File: src/rtl/fishingrod_pkg.sv
// Shared types and helpers for the Fishingrod serial engine: FSM states,
// GF(2^w) reduction polynomials, clog2 and the nibble-parallel S-boxes.
package fishingrod_pkg;

  typedef enum logic [1:0] {
    IDLE  = 2'd0,
    LOAD  = 2'd1,
    RUN   = 2'd2,
    DRAIN = 2'd3
  } state_e;

  // Doubling reduction polynomial (low bits, x^w term implied) per lane width
  localparam logic [15:0] RED_POLY_TBL [3] = '{16'h0003, 16'h001B, 16'h002B};

  function automatic logic [15:0] red_poly(input int w);
    logic [15:0] p;
    case (w)
      4:       p = RED_POLY_TBL[0];
      8:       p = RED_POLY_TBL[1];
      16:      p = RED_POLY_TBL[2];
      default: p = 16'h0000;
    endcase
    return p;
  endfunction

  function automatic int clog2(input int v);
    int r;
    r = 0;
    while ((1 << r) < v) r++;
    return (r < 1) ? 1 : r;
  endfunction

  function automatic logic [3:0] sbox4(input logic [3:0] x);
    logic [3:0] r;
    case (x)
      4'h0: r = 4'hC;  4'h1: r = 4'h5;  4'h2: r = 4'h6;  4'h3: r = 4'hB;
      4'h4: r = 4'h9;  4'h5: r = 4'h0;  4'h6: r = 4'hA;  4'h7: r = 4'hD;
      4'h8: r = 4'h3;  4'h9: r = 4'hE;  4'hA: r = 4'hF;  4'hB: r = 4'h8;
      4'hC: r = 4'h4;  4'hD: r = 4'h7;  4'hE: r = 4'h1;  default: r = 4'h2;
    endcase
    return r;
  endfunction

  function automatic logic [7:0] sbox8(input logic [7:0] x);
    return {sbox4(x[7:4]), sbox4(x[3:0])};
  endfunction

  function automatic logic [15:0] sbox16(input logic [15:0] x);
    return {sbox8(x[15:8]), sbox8(x[7:0])};
  endfunction

endpackage

File: src/rtl/fishingrod_lane_step.sv
// One combinational datapath step: mixes state lane 0 with the (round-constant
// adjusted) key lane 0 and produces the new tail lanes for state and key.
module fishingrod_lane_step
  import fishingrod_pkg::*;
#(
  parameter int LANE_W = 8
) (
  input  logic [LANE_W-1:0] s0,
  input  logic [LANE_W-1:0] s1,
  input  logic [LANE_W-1:0] k0,
  input  logic [LANE_W-1:0] k1,
  input  logic [LANE_W-1:0] rc,
  input  logic              rc_en,
  input  logic              sbox_sel,
  input  logic              key_upd,
  output logic [LANE_W-1:0] lane_nxt,
  output logic [LANE_W-1:0] key_nxt
);

  localparam logic [LANE_W-1:0] POLY = LANE_W'(red_poly(LANE_W));

  logic [LANE_W-1:0] kx, mix, sb_mix, sb_key;

  function automatic logic [LANE_W-1:0] xtime(input logic [LANE_W-1:0] x);
    return {x[LANE_W-2:0], 1'b0} ^ (x[LANE_W-1] ? POLY : '0);
  endfunction

  assign kx  = k0 ^ (rc_en ? rc : '0);
  assign mix = s0 ^ kx;

  if (LANE_W == 16) begin : g_sb16
    assign sb_mix = sbox16(mix);
    assign sb_key = sbox16(kx);
  end else if (LANE_W == 8) begin : g_sb8
    assign sb_mix = sbox8(mix);
    assign sb_key = sbox8(kx);
  end else begin : g_sb4
    assign sb_mix = sbox4(mix);
    assign sb_key = sbox4(kx);
  end

  always_comb begin
    lane_nxt = sbox_sel ? sb_mix : (mix ^ xtime(s1));
    key_nxt  = key_upd ? (sb_key ^ k1) : kx;
  end

endmodule

File: src/rtl/fishingrod_serial_engine.sv
// Self-sequenced lane-serial Fishingrod round engine: LOAD a block, RUN all
// rounds one lane per cycle, DRAIN the result. Optional FISHINGROD_KEY_HOLD_EN.
module fishingrod_serial_engine
  import fishingrod_pkg::*;
#(
  parameter int LANE_W      = 8,
  parameter int STATE_LANES = 12,
  parameter int KEY_LANES   = 8,
  parameter int NUM_ROUNDS  = 25
) (
  input  logic              ck,
  input  logic              rst,
  input  logic              in_valid,
  output logic              in_ready,
  input  logic [LANE_W-1:0] in_data,
  input  logic [LANE_W-1:0] in_key,
  input  logic              in_last,
`ifdef FISHINGROD_KEY_HOLD_EN
  input  logic              key_reuse,
`endif
  output logic              out_valid,
  input  logic              out_ready,
  output logic [LANE_W-1:0] out_data,
  output logic              out_last,
  output logic              busy,
  output logic              err
);

  localparam int CW = clog2(STATE_LANES);
  localparam int S1 = (STATE_LANES > 1) ? 1 : 0;
  localparam int K1 = (KEY_LANES > 1) ? 1 : 0;
  localparam logic [CW-1:0] LAST_LANE = CW'(STATE_LANES - 1);
  localparam logic [CW-1:0] KUPD_STEP = CW'(KEY_LANES / 2);

  state_e            state_q, state_d;
  logic [CW-1:0]     beat_cnt, step_cnt, beat_idx;
  logic [4:0]        round_cnt;
  logic [LANE_W-1:0] st [STATE_LANES];
  logic [LANE_W-1:0] ky [KEY_LANES];
  logic              err_q;
  logic              in_hs, final_beat, load_done, load_err, run_last;
  logic [LANE_W-1:0] rc, lane_nxt, key_nxt;
  logic              reuse_now;

`ifdef FISHINGROD_KEY_HOLD_EN
  logic              reuse_q;
  logic [LANE_W-1:0] shadow [KEY_LANES];
  assign reuse_now = (state_q == IDLE) ? key_reuse : reuse_q;
`else
  assign reuse_now = 1'b0;
`endif

  assign in_ready   = !rst && ((state_q == IDLE) || (state_q == LOAD));
  assign in_hs      = in_valid && in_ready;
  // Beat 0 is taken in IDLE, where beat_cnt is not yet meaningful
  assign beat_idx   = (state_q == IDLE) ? '0 : beat_cnt;
  assign final_beat = (beat_idx == LAST_LANE);
  assign load_done  = in_hs && final_beat && in_last;
  assign load_err   = in_hs && (final_beat != in_last);
  assign run_last   = (state_q == RUN) && (step_cnt == LAST_LANE) &&
                      (round_cnt == 5'(NUM_ROUNDS));
  assign rc         = LANE_W'(round_cnt);

  assign busy      = (state_q != IDLE);
  assign out_valid = (state_q == DRAIN);
  assign out_last  = (state_q == DRAIN) && (beat_cnt == LAST_LANE);
  assign out_data  = (state_q == DRAIN) ? st[beat_cnt] : '0;
  assign err       = err_q;

  fishingrod_lane_step #(.LANE_W(LANE_W)) u_step (
    .s0       (st[0]),
    .s1       (st[S1]),
    .k0       (ky[0]),
    .k1       (ky[K1]),
    .rc       (rc),
    .rc_en    (step_cnt == '0),
    .sbox_sel (step_cnt == LAST_LANE),
    .key_upd  (step_cnt == KUPD_STEP),
    .lane_nxt (lane_nxt),
    .key_nxt  (key_nxt)
  );

  always_ff @(posedge ck or posedge rst) begin
    if (rst) state_q <= IDLE;
    else     state_q <= state_d;
  end

  always_comb begin
    state_d = state_q;
    case (state_q)
      IDLE, LOAD: begin
        if (load_err)       state_d = IDLE;
        else if (load_done) state_d = RUN;
        else if (in_hs)     state_d = LOAD;
      end
      RUN:     if (run_last) state_d = DRAIN;
      DRAIN:   if (out_ready && out_last) state_d = IDLE;
      default: state_d = IDLE;
    endcase
  end

  always_ff @(posedge ck or posedge rst) begin
    if (rst) begin
      beat_cnt  <= '0;
      step_cnt  <= '0;
      round_cnt <= '0;
      err_q     <= 1'b0;
      for (int i = 0; i < STATE_LANES; i++) st[i] <= '0;
      for (int k = 0; k < KEY_LANES; k++)   ky[k] <= '0;
`ifdef FISHINGROD_KEY_HOLD_EN
      reuse_q <= 1'b0;
      for (int k = 0; k < KEY_LANES; k++) shadow[k] <= '0;
`endif
    end else begin
      if (load_err) err_q <= 1'b1;
      case (state_q)
        IDLE, LOAD: begin
          if (in_hs) begin
            for (int i = 0; i < STATE_LANES; i++)
              if (beat_idx == CW'(i)) st[i] <= in_data;
            for (int k = 0; k < KEY_LANES; k++)
              if (beat_idx == CW'(k)) begin
`ifdef FISHINGROD_KEY_HOLD_EN
                ky[k] <= reuse_now ? shadow[k] : in_key;
                if (!reuse_now) shadow[k] <= in_key;
`else
                ky[k] <= reuse_now ? '0 : in_key;
`endif
              end
`ifdef FISHINGROD_KEY_HOLD_EN
            if (state_q == IDLE) reuse_q <= key_reuse;
`endif
            beat_cnt <= beat_idx + CW'(1);
          end
          if (load_done) begin
            step_cnt  <= '0;
            round_cnt <= 5'd1;
          end
        end
        RUN: begin
          // Lane 0 is consumed each step; the updated lane re-enters at the tail
          for (int i = 0; i < STATE_LANES - 1; i++) st[i] <= st[i+1];
          st[STATE_LANES-1] <= lane_nxt;
          for (int k = 0; k < KEY_LANES - 1; k++) ky[k] <= ky[k+1];
          ky[KEY_LANES-1] <= key_nxt;
          if (step_cnt == LAST_LANE) begin
            step_cnt  <= '0;
            round_cnt <= round_cnt + 5'd1;
          end else begin
            step_cnt <= step_cnt + CW'(1);
          end
          if (run_last) beat_cnt <= '0;
        end
        DRAIN: begin
          if (out_ready) beat_cnt <= out_last ? '0 : beat_cnt + CW'(1);
        end
        default: beat_cnt <= '0;
      endcase
    end
  end

endmodule

File: config.mk
export PLATFORM = sky130hd
export DESIGN_NAME = fishingrod_serial_engine
export DESIGN_NICKNAME = d
export VERILOG_FILES = /design/src/rtl/fishingrod_pkg.sv /design/src/rtl/fishingrod_lane_step.sv /design/src/rtl/fishingrod_serial_engine.sv
export SDC_FILE = /design/constraint.sdc
export NUM_CORES = 1
export LEC_CHECK = 0
export CAP_MARGIN = 20
export CORE_MARGIN = 5
export CORE_UTILIZATION = 30
export CTS_CLUSTER_SIZE = 30
export DETAILED_ROUTE_END_ITERATION = 12
export PLACE_DENSITY_LB_ADDON = 0.15
export SLEW_MARGIN = 20
export SYNTH_ARGS = -nofsm -noshare
export SYNTH_HDL_FRONTEND = slang
export SYNTH_SLANG_ARGS = --single-unit
File: constraint.sdc
create_clock -name ck -period 16.35 [get_ports ck]
set_input_delay 3.27 -clock ck [delete_from_list [all_inputs] [get_ports ck]]
set_output_delay 3.27 -clock ck [all_outputs]
set_load 0.02 [all_outputs]
==> impl.org, run 1 <==
** Status
- Status :: complete, no violations

** Clock network
- Later-pin clock latency in the skew report :: 0.44 ns
- Clock tree synthesis inserted a total of 17 buffers.
- TritonCTS built the clock tree.
- The tree is rooted in a sky130_fd_sc_hd__clkbuf_16.
- Post-CTS setup buffer count :: 0
- Counting every sink on the clock net gives between 150 and 200.
- The H-tree generated during clock tree synthesis spans 4 levels.
- No sink is reached through more buffers than the 2 on the longest clock path.
- The number of hold buffers added after CTS was 0.
- Number of gates resized after CTS :: 0
- Clock slew at the register clock pins of the worst setup and hold paths :: roughly 0.070 ns

** Route
- Vias per cell :: about 5.1
- After detailed routing, the number of remaining DRC violations is 0.
- Via count :: between 7,000 and 8,000
- Per-cell routed wire length :: 19.4 µm
- In this run, the number of DRC markers left after iteration 0 of detailed routing was between 500 and 600.
- The detail route stage leaves a number of antenna-violating nets equal to 0.
- DRT Wirelength :: between 20 and 30 mm
- Length of the first detailed-routing pass in iterations :: 7

** Floorplan
- The die covers around 0.039 mm².
- The initialized floorplan defines a little under 70 standard-cell rows.
- 34 I/O pins were placed.
- Vertical extent of the die :: roughly 200 µm
- The initial utilization of the core area, before any placement, comes to ~30%.
- The region available for standard cell placement spans about 0.034 mm².
- Die W :: 197 µm

** Setup path
- Arrival time reported for the critical path endpoint :: ~4.6 ns
- The worst setup path is launched from an input port.
- The most critical setup path has its startpoint at rst.
- CP endpoint kind :: primary output
- The startpoint identified for the worst register-to-register timing path is state_q[1]$_DFFE_PP0P_.
- Along the worst path, the maximum fanout reaches 3.
- STA puts the critical path data required time at about 13 ns.
- Setup CP Type :: in -> out

** Timing
- Time the final worst path needs with I/O delays and setup :: between 7 and 8 ns
- Part of the cycle the worst path needs :: between 40% and 50%
- Count of final setup violators :: 0
- Final slew viol count :: 0
- The final-report hold violation count is 0.
- The worst pin sits at a relative slew slack of 32.0%.
- Setup repair after global routing missed its margin :: false
- Maximum clock frequency :: 128 MHz
- On the final layout, the worst clock skew is roughly 0.012 ns.
- At the pin with the least slew margin, the transition time is ~1.0 ns.
- Adding up every negative setup slack in the final design gives 0 ns.
- Setup slack of the critical path after layout :: 8.53 ns

** Global route
- Global route total overflow :: 0
- Total global-route track usage :: approximately 16%
- Entering global routing, the biggest net connects roughly 110 pins.
- Initial antenna violation count :: 0
- Number of global-route vias before repair :: roughly 7,600
- First-pass GRT wire length :: approximately 47 mm

** Worst hold path
- Hold Startpoint :: err$_DFFE_PP0P_
- Type of the tightest min-delay check :: reg -> reg

** Final layout
- Number of nets at the end of the flow :: approximately 1,100
- Relative to the synthesized area, the layout overhead comes to 12.5%.
- Number of standard cells in the layout, taps in and fillers out :: roughly 1,500
- Antenna diode count :: 0
- In the final layout, the share of cells above drive strength 1 is about 9.0%.

** Synth
- Among all flip-flop cells after synthesis, the most frequent one is sky130_fd_sc_hd__dfrtp_1.
- Portion of the post-synthesis area used by sequential elements :: a little over two fifths
- Cell area after synthesis :: 0.0105 mm²
- Warning count from the yosys run :: 0
- Averaged over all synthesized cells, the footprint is 9.72 µm².
- Post-synth cell types :: 57
- Gate Count Post-Synth :: 1,076
- Net Count, Synth :: ~1,100
- Post-synthesis async set-or-reset flop share :: 100%
- The synthesized design contains about 180 register bits.
- Counting flops with a built-in enable in the synthesized netlist gives 0.

** Place
- The count of buffers added on input and output ports is 33.
- Routability-driven placement finished with a final weighted congestion of about 0.74.
- The number of placed instances, taps included, is 1,493.
- Setup slack after placement :: 8.53 ns
- Summed over all nets, the half-perimeter wirelength after detailed placement is 18.9 mm.

** Power
- Power spread over the standard cell area amounts to ~150 mW/mm².
- The worst-case IR drop observed on VDD is roughly 0.00008 V.
- Cell leakage power :: 5.09 nW

** Flow run
- Max-cap violations in this run came to 0.
worst max-delay path: stages:
cell and delay (ns):
sky130_fd_sc_hd__clkdlybuf4s50_1 0.53, sky130_fd_sc_hd__nor2_1 0.13, sky130_fd_sc_hd__clkdlybuf4s50_1 0.61
flip-flops by register name, indices dropped and copies added, names as in the netlist:
signal / count
ky: 64
state_q: 2
beat_cnt: 4
err: 1
st: 96
step_cnt: 4
round_cnt: 5
metrics by stage:
| step | utilization (%) | area [µm²] | hold slack (ns) | power (mW) |
|---|---|---|---|---|
| floorplan | - | 10500 | 0.444 | 1.20 |
| global placement | 32.3 | 11100 | 0.454 | 1.37 |
| detailed placement | 32.3 | 11100 | 0.454 | 1.38 |
| CTS | 34.1 | 11800 | 0.470 | 1.83 |
| global route | 34.1 | 11800 | 0.495 | 1.94 |
| finish | 34.1 | 11800 | 0.463 | 1.81 |
worst paths after layout:
check | end | slack, ns | cells after the start
max | in_ready | 8.53 | 3
min | err$_DFFE_PP0P_ | 0.46 | 1
max reg2reg | ky[3]$_DFFE_PP0P_ | 12.48 | 7
min reg2reg | err$_DFFE_PP0P_ | 0.46 | 1
max in group asynchronous | ky[38]$_DFFE_PP0P_ | 11.53 | 3
min in group asynchronous | state_q[0]$_DFFE_PP0P_ | 3.41 | 2
synthesized netlist by cell type (8+ instances only):
cell type / n / share of area, %
sky130_fd_sc_hd__a31oi_1: 11 / 0.66
sky130_fd_sc_hd__clkbuf_1: 65 / 2.3
sky130_fd_sc_hd__mux4_2: 28 / 6.0
sky130_fd_sc_hd__o31ai_1: 8 / 0.57
sky130_fd_sc_hd__o21ai_0: 156 / 7.5
sky130_fd_sc_hd__nand3_1: 9 / 0.43
sky130_fd_sc_hd__nand2_1: 199 / 7.1
sky130_fd_sc_hd__mux2i_1: 149 / 14
sky130_fd_sc_hd__ha_1: 26 / 3.1
sky130_fd_sc_hd__buf_2: 13 / 0.62
sky130_fd_sc_hd__inv_1: 19 / 0.68
sky130_fd_sc_hd__dfrtp_1: 176 / 42
sky130_fd_sc_hd__xnor2_1: 18 / 1.5
sky130_fd_sc_hd__nor2_1: 46 / 1.7
sky130_fd_sc_hd__a22oi_1: 12 / 0.86
sky130_fd_sc_hd__a21oi_1: 23 / 1.1
sky130_fd_sc_hd__buf_1: 8 / 0.29
sky130_fd_sc_hd__xor2_1: 21 / 1.8
sky130_fd_sc_hd__o211ai_1: 8 / 0.57
final cells by class:
type | instances | area, µm²
clock buffer | 21 | 460
clock inverter | 9 | 159
fill | 3546 | 22700
inverter | 20 | 83.8
multi-input combinational | 793 | 5640
sequential | 176 | 4410
tap | 455 | 569
timing repair buffer | 49 | 450
report_power, final:
group	leakage (nW)	switching, mW	internal (mW)
combinational	2.98	0.344	0.327
clock	0.299	0.182	0.263
sequential	1.81	0.134	0.557
total	5.09	0.659	1.15
routing by layer:
metal / GRT usage [%] / up-vias / wire [µm]
met1: 23.1 / 3878 / 15200
met3: 3.09 / 24 / 982
li1: - / 3731 / -
met4: 4.42 / 0 / 458
met2: 23.3 / 113 / 12900
met5: 0 / - / 0
cell usage in the layout (no fill, tap or decap), types with 4 or more instances in the layout:
cell / Yosys / routed
sky130_fd_sc_hd__and2_1: 6 / 6
sky130_fd_sc_hd__o21ai_0: 156 / 156
sky130_fd_sc_hd__a21oi_1: 23 / 23
sky130_fd_sc_hd__a31oi_1: 11 / 11
sky130_fd_sc_hd__o22ai_1: 5 / 5
sky130_fd_sc_hd__clkbuf_16: 0 / 17
sky130_fd_sc_hd__ha_1: 26 / 26
sky130_fd_sc_hd__mux2_2: 4 / 4
sky130_fd_sc_hd__o31ai_1: 8 / 8
sky130_fd_sc_hd__nand2b_1: 4 / 4
sky130_fd_sc_hd__nor3_1: 6 / 6
sky130_fd_sc_hd__mux2i_1: 149 / 149
sky130_fd_sc_hd__nor2b_1: 5 / 4
sky130_fd_sc_hd__o211ai_1: 8 / 8
sky130_fd_sc_hd__xnor2_1: 18 / 18
sky130_fd_sc_hd__and3_1: 4 / 4
sky130_fd_sc_hd__nand2_1: 199 / 199
sky130_fd_sc_hd__nor2_1: 46 / 46
sky130_fd_sc_hd__inv_1: 19 / 18
sky130_fd_sc_hd__a211oi_1: 7 / 7
sky130_fd_sc_hd__a22oi_1: 12 / 12
sky130_fd_sc_hd__nand4_1: 4 / 4
sky130_fd_sc_hd__nand3_1: 9 / 9
sky130_fd_sc_hd__clkdlybuf4s50_1: 0 / 33
sky130_fd_sc_hd__bufinv_16: 0 / 4
sky130_fd_sc_hd__dfrtp_1: 176 / 175
sky130_fd_sc_hd__buf_4: 0 / 16
sky130_fd_sc_hd__xor2_1: 21 / 21
sky130_fd_sc_hd__mux4_2: 28 / 28
cells by family after synthesis:
logic type | share of synthesized area [%]
compound gates | 13.0
mux | 21.0
xor+xnor | 4.10
fa+ha+maj | 3.11
buf+inv | 4.08
simple gates | 12.6
flops | 42.1
Power figures use the tool's default switching activity.
==> run 2: changes to the inputs <==
- clock period: 16.35 -> 8.2 ns (I/O delays scaled with it)
==> impl.org, run 2 (synthesis results as in run 1) <==
** Status
- The flow ran to the end, and the final reports show no timing, DRC or antenna violations.

** Route
- Total length of routed met3 wires :: 895 µm (-8.9%)
- Uppermost signal routing layer after detailed routing :: met4
- Metal1 wirelength :: 15.2 mm (+0.40%)
- The via total after detailed routing was 7,718 (-0.36%).
- The total iterations of the first detailed-routing run is 5 (-2).
- DRC violations left :: 0 (unchanged)
- The number of vias per cell after detailed routing came to 5.07 (-0.30%).
- Per-cell routed wire length :: 19.8 µm (+2.1%)
- The detailed-route wire length is 30.2 mm (+2.1%).
- Initial detailed-routing violation count :: 582 (+9.2%)
- The remaining antenna violation count after routing was 0 (unchanged).
- The detailed route wirelength on metal2 came to 13.5 mm (+4.2%).

** Clock network
- Total CTS buffers :: 17 (unchanged)
- In this run the clock root is driven by a sky130_fd_sc_hd__clkbuf_16.
- H-tree depth :: 4 (unchanged)
- The clock-pin slew reported for the worst setup and hold paths after clock tree synthesis came to 0.09 ns (+0.02 ns).
- Later-pin clock latency in the skew report :: 0.45 ns (about the same)
- The post-CTS setup repair buffer count was 0 (unchanged).
- Hold buffers post-CTS :: 0 (unchanged)
- The sink count of the clock tree is 176 (unchanged).
- The largest buffer count on any clock path was 2 (unchanged).
- TritonCTS clock tree :: done
- The number of cells upsized or downsized after cts is 0 (unchanged).

** Setup path
- The data arrival time at the worst-slack endpoint was 3.21 ns (-1.34 ns).
- R2r setup slk :: 4.89 ns (-7.59 ns)
- The number of buffers and inverters on the critical path is 2 (unchanged).
- Peak fanout along the critical path :: 30 (+27)
- Kind of cell with the highest combined delay on the critical path :: buffers and inverters
- By startpoint and endpoint, the worst setup path is classified as reg -> out.
- Sequence of cells on the critical path :: buf_4 > mux4_2 > mux2i_1 > nor2_1 > a21oi_1 > nor2_1 > clkdlybuf4s50_1
- Critical Path Max Stage Delay :: 0.57 ns (-0.04 ns)
- The worst setup path is captured at a primary output.
- The endpoint required time on the critical path came to 6.56 ns (-6.52 ns).
- Cell occurring most often along the worst timing path :: sky130_fd_sc_hd__nor2_1
- For this design, the slowest cell found on the critical path is sky130_fd_sc_hd__mux4_2.
- Type of origin of the critical path :: flop

** Power
- Cell area power density :: 310 mW/mm² (+100%)
- Cell leakage power :: 5.08 nW (about the same)
- The peak supply drop is 0.000169 V (+110%).

** Final layout
- The fraction of final layout cells with drive strength greater than 1 was 9.18% (+0.20 points).
- Most common library cell in the layout ignoring fill and taps :: sky130_fd_sc_hd__nand2_1
- Antenna diode count :: 0 (unchanged)
- The number of nets in the final layout is 1,101 (-0.27%).
- Number of flip-flops in the largest register :: 96 (unchanged)
- The post-synthesis to final-layout area growth came to 12.5% (about the same).
- More flip-flops sit in one register than any other, and that register is st.
- Final standard cell utilization of the core :: 34.2% (about the same)
- The number of fill cells in the layout is 3,544 (-0.056%).
- The largest registers in the layout are st (96), ky (64), round_cnt (5).
- The top cell types in the final layout, fill and taps aside, are 197 x sky130_fd_sc_hd__nand2_1, 175 x sky130_fd_sc_hd__dfrtp_1, 156 x sky130_fd_sc_hd__o21ai_0.
- Final Instance Area :: 0.0118 mm² (about the same)

** Floorplan
- Number of top-level pins :: 34 (unchanged)
- The width of the chip is 197 µm (unchanged).
- The area of the core was 0.0345 mm² (unchanged).
- Vertical extent of the die :: 197 µm (unchanged)
- The floorplan die area is 0.0387 mm² (unchanged).
- Placement Rows :: 68 (unchanged)
- The initial standard-cell utilization of the core came to 30.4% (unchanged).

** Global route
- The number of antenna violations at the first check in global routing came to 0 (unchanged).
- First-pass GRT wire length :: 47.7 mm (+1.4%)
- The via count of the first global-routing pass is 7,640 (+0.17%).
- The maximum number of pins on one net before global-route repair came to 109 (-3.5%).
- The aggregate global routing overflow was 0 (unchanged).
- The total routing resource utilization after global routing is 15.9% (+0.24 points).

** Timing
- Normalized max-slew margin :: 28.8% (-3.3 points)
- Worst clock skew :: 0.0226 ns (+0.0101 ns)
- Number of hold violations in the final report :: 0 (unchanged)
- The final setup violation count is 0 (unchanged).
- Setup repair after global routing missed its margin :: false
- The slew at the pin closest to its max-slew limit came to 1.07 ns (+0.0543 ns).
- Time the final worst path needs with I/O delays and setup :: roughly 4.9 ns
- Part of the cycle the worst path needs :: around 59%
- Final slew viol count :: 0 (unchanged)
- Maximum clock frequency :: between 200 and 250 MHz
- The final total negative setup slack came to 0 ns (unchanged).

** Place
- Post-detail-place hpwl :: 19.1 mm (+1.3%)
- Port Buffer Count :: 33 (unchanged)
- The final estimated routing congestion in global placement came to 0.767 (+3.2%).
- The cell area after placement is 0.0111 mm² (-0.16%).

** Worst hold path
- The tightest min-delay check is of the reg -> reg type.

** Flow run
- The count of maximum capacitance violations came to 0 (unchanged).
==> run 2: cell count changes in the layout (fill, tap and decap cells not counted) <==
cell                         before  now
sky130_fd_sc_hd__bufinv_16        4    5
sky130_fd_sc_hd__buf_4           16   13
sky130_fd_sc_hd__clkinv_2         2    4
sky130_fd_sc_hd__clkbuf_1         2    1
sky130_fd_sc_hd__clkbuf_8         2    0
sky130_fd_sc_hd__nand2_1        199  197
sky130_fd_sc_hd__inv_6            0    2
sky130_fd_sc_hd__clkinvlp_4       1    3
sky130_fd_sc_hd__clkinv_4         3    1
sky130_fd_sc_hd__nand2_2          1    3
==> run 2: area by class of cell <==
type,instances,area [µm²],share of cell area (%)
tap,455,569,4.84
inverter,20,83.8,0.712
clock inverter,14,214,1.82
multi-input combinational,793,5640,47.9
timing repair buffer,46,428,3.64
clock buffer,18,429,3.65
sequential,176,4410,37.4
==> run 2: through the flow <==
| step | setup WS, ns | total power, mW | hold slack [ns] | std cells |
|---|---|---|---|---|
| 6_report | 3.35 | 3.65 | 0.474 | 1522 |
| 5_1_grt | 3.16 | 3.92 | 0.483 | 1522 |
| 4_1_cts | 3.34 | 3.68 | 0.479 | 1522 |
| 3_5_place_dp | 3.61 | 2.76 | 0.461 | 1490 |
| 3_3_place_gp | 3.62 | 2.74 | 0.455 | 1490 |
| 2_1_floorplan | 1.79 | 2.39 | 0.444 | 1076 |
==> run 2: path summary, 6_finish.rpt <==
path / startpoint / end / depth (start not counted)
setup / recovery: beat_cnt[0]$_DFFE_PP0P_ / out_data[5] / 7
hold / removal: err$_DFFE_PP0P_ / err$_DFFE_PP0P_ / 1
setup reg to reg: step_cnt[0]$_DFFE_PP0P_ / ky[4]$_DFFE_PP0P_ / 12
hold reg to reg: err$_DFFE_PP0P_ / err$_DFFE_PP0P_ / 1
max in group asynchronous: rst / ky[17]$_DFFE_PP0P_ / 3
min in group asynchronous: rst / state_q[1]$_DFFE_PP0P_ / 2
==> run 2: metal layers <==
metal  vias to the layer above  track usage, %
li1                       3741               -
met1                      3837            23.3
met3                        29            2.65
met5                         -               0
met2                       111            24.2
met4                         0            4.55
==> run 2: power breakdown <==
group          total [mW]  switching [mW]  internal [mW]
combinational        1.35           0.695          0.652
sequential           1.39           0.275           1.11
clock               0.920           0.378          0.542
total                3.65            1.35           2.30
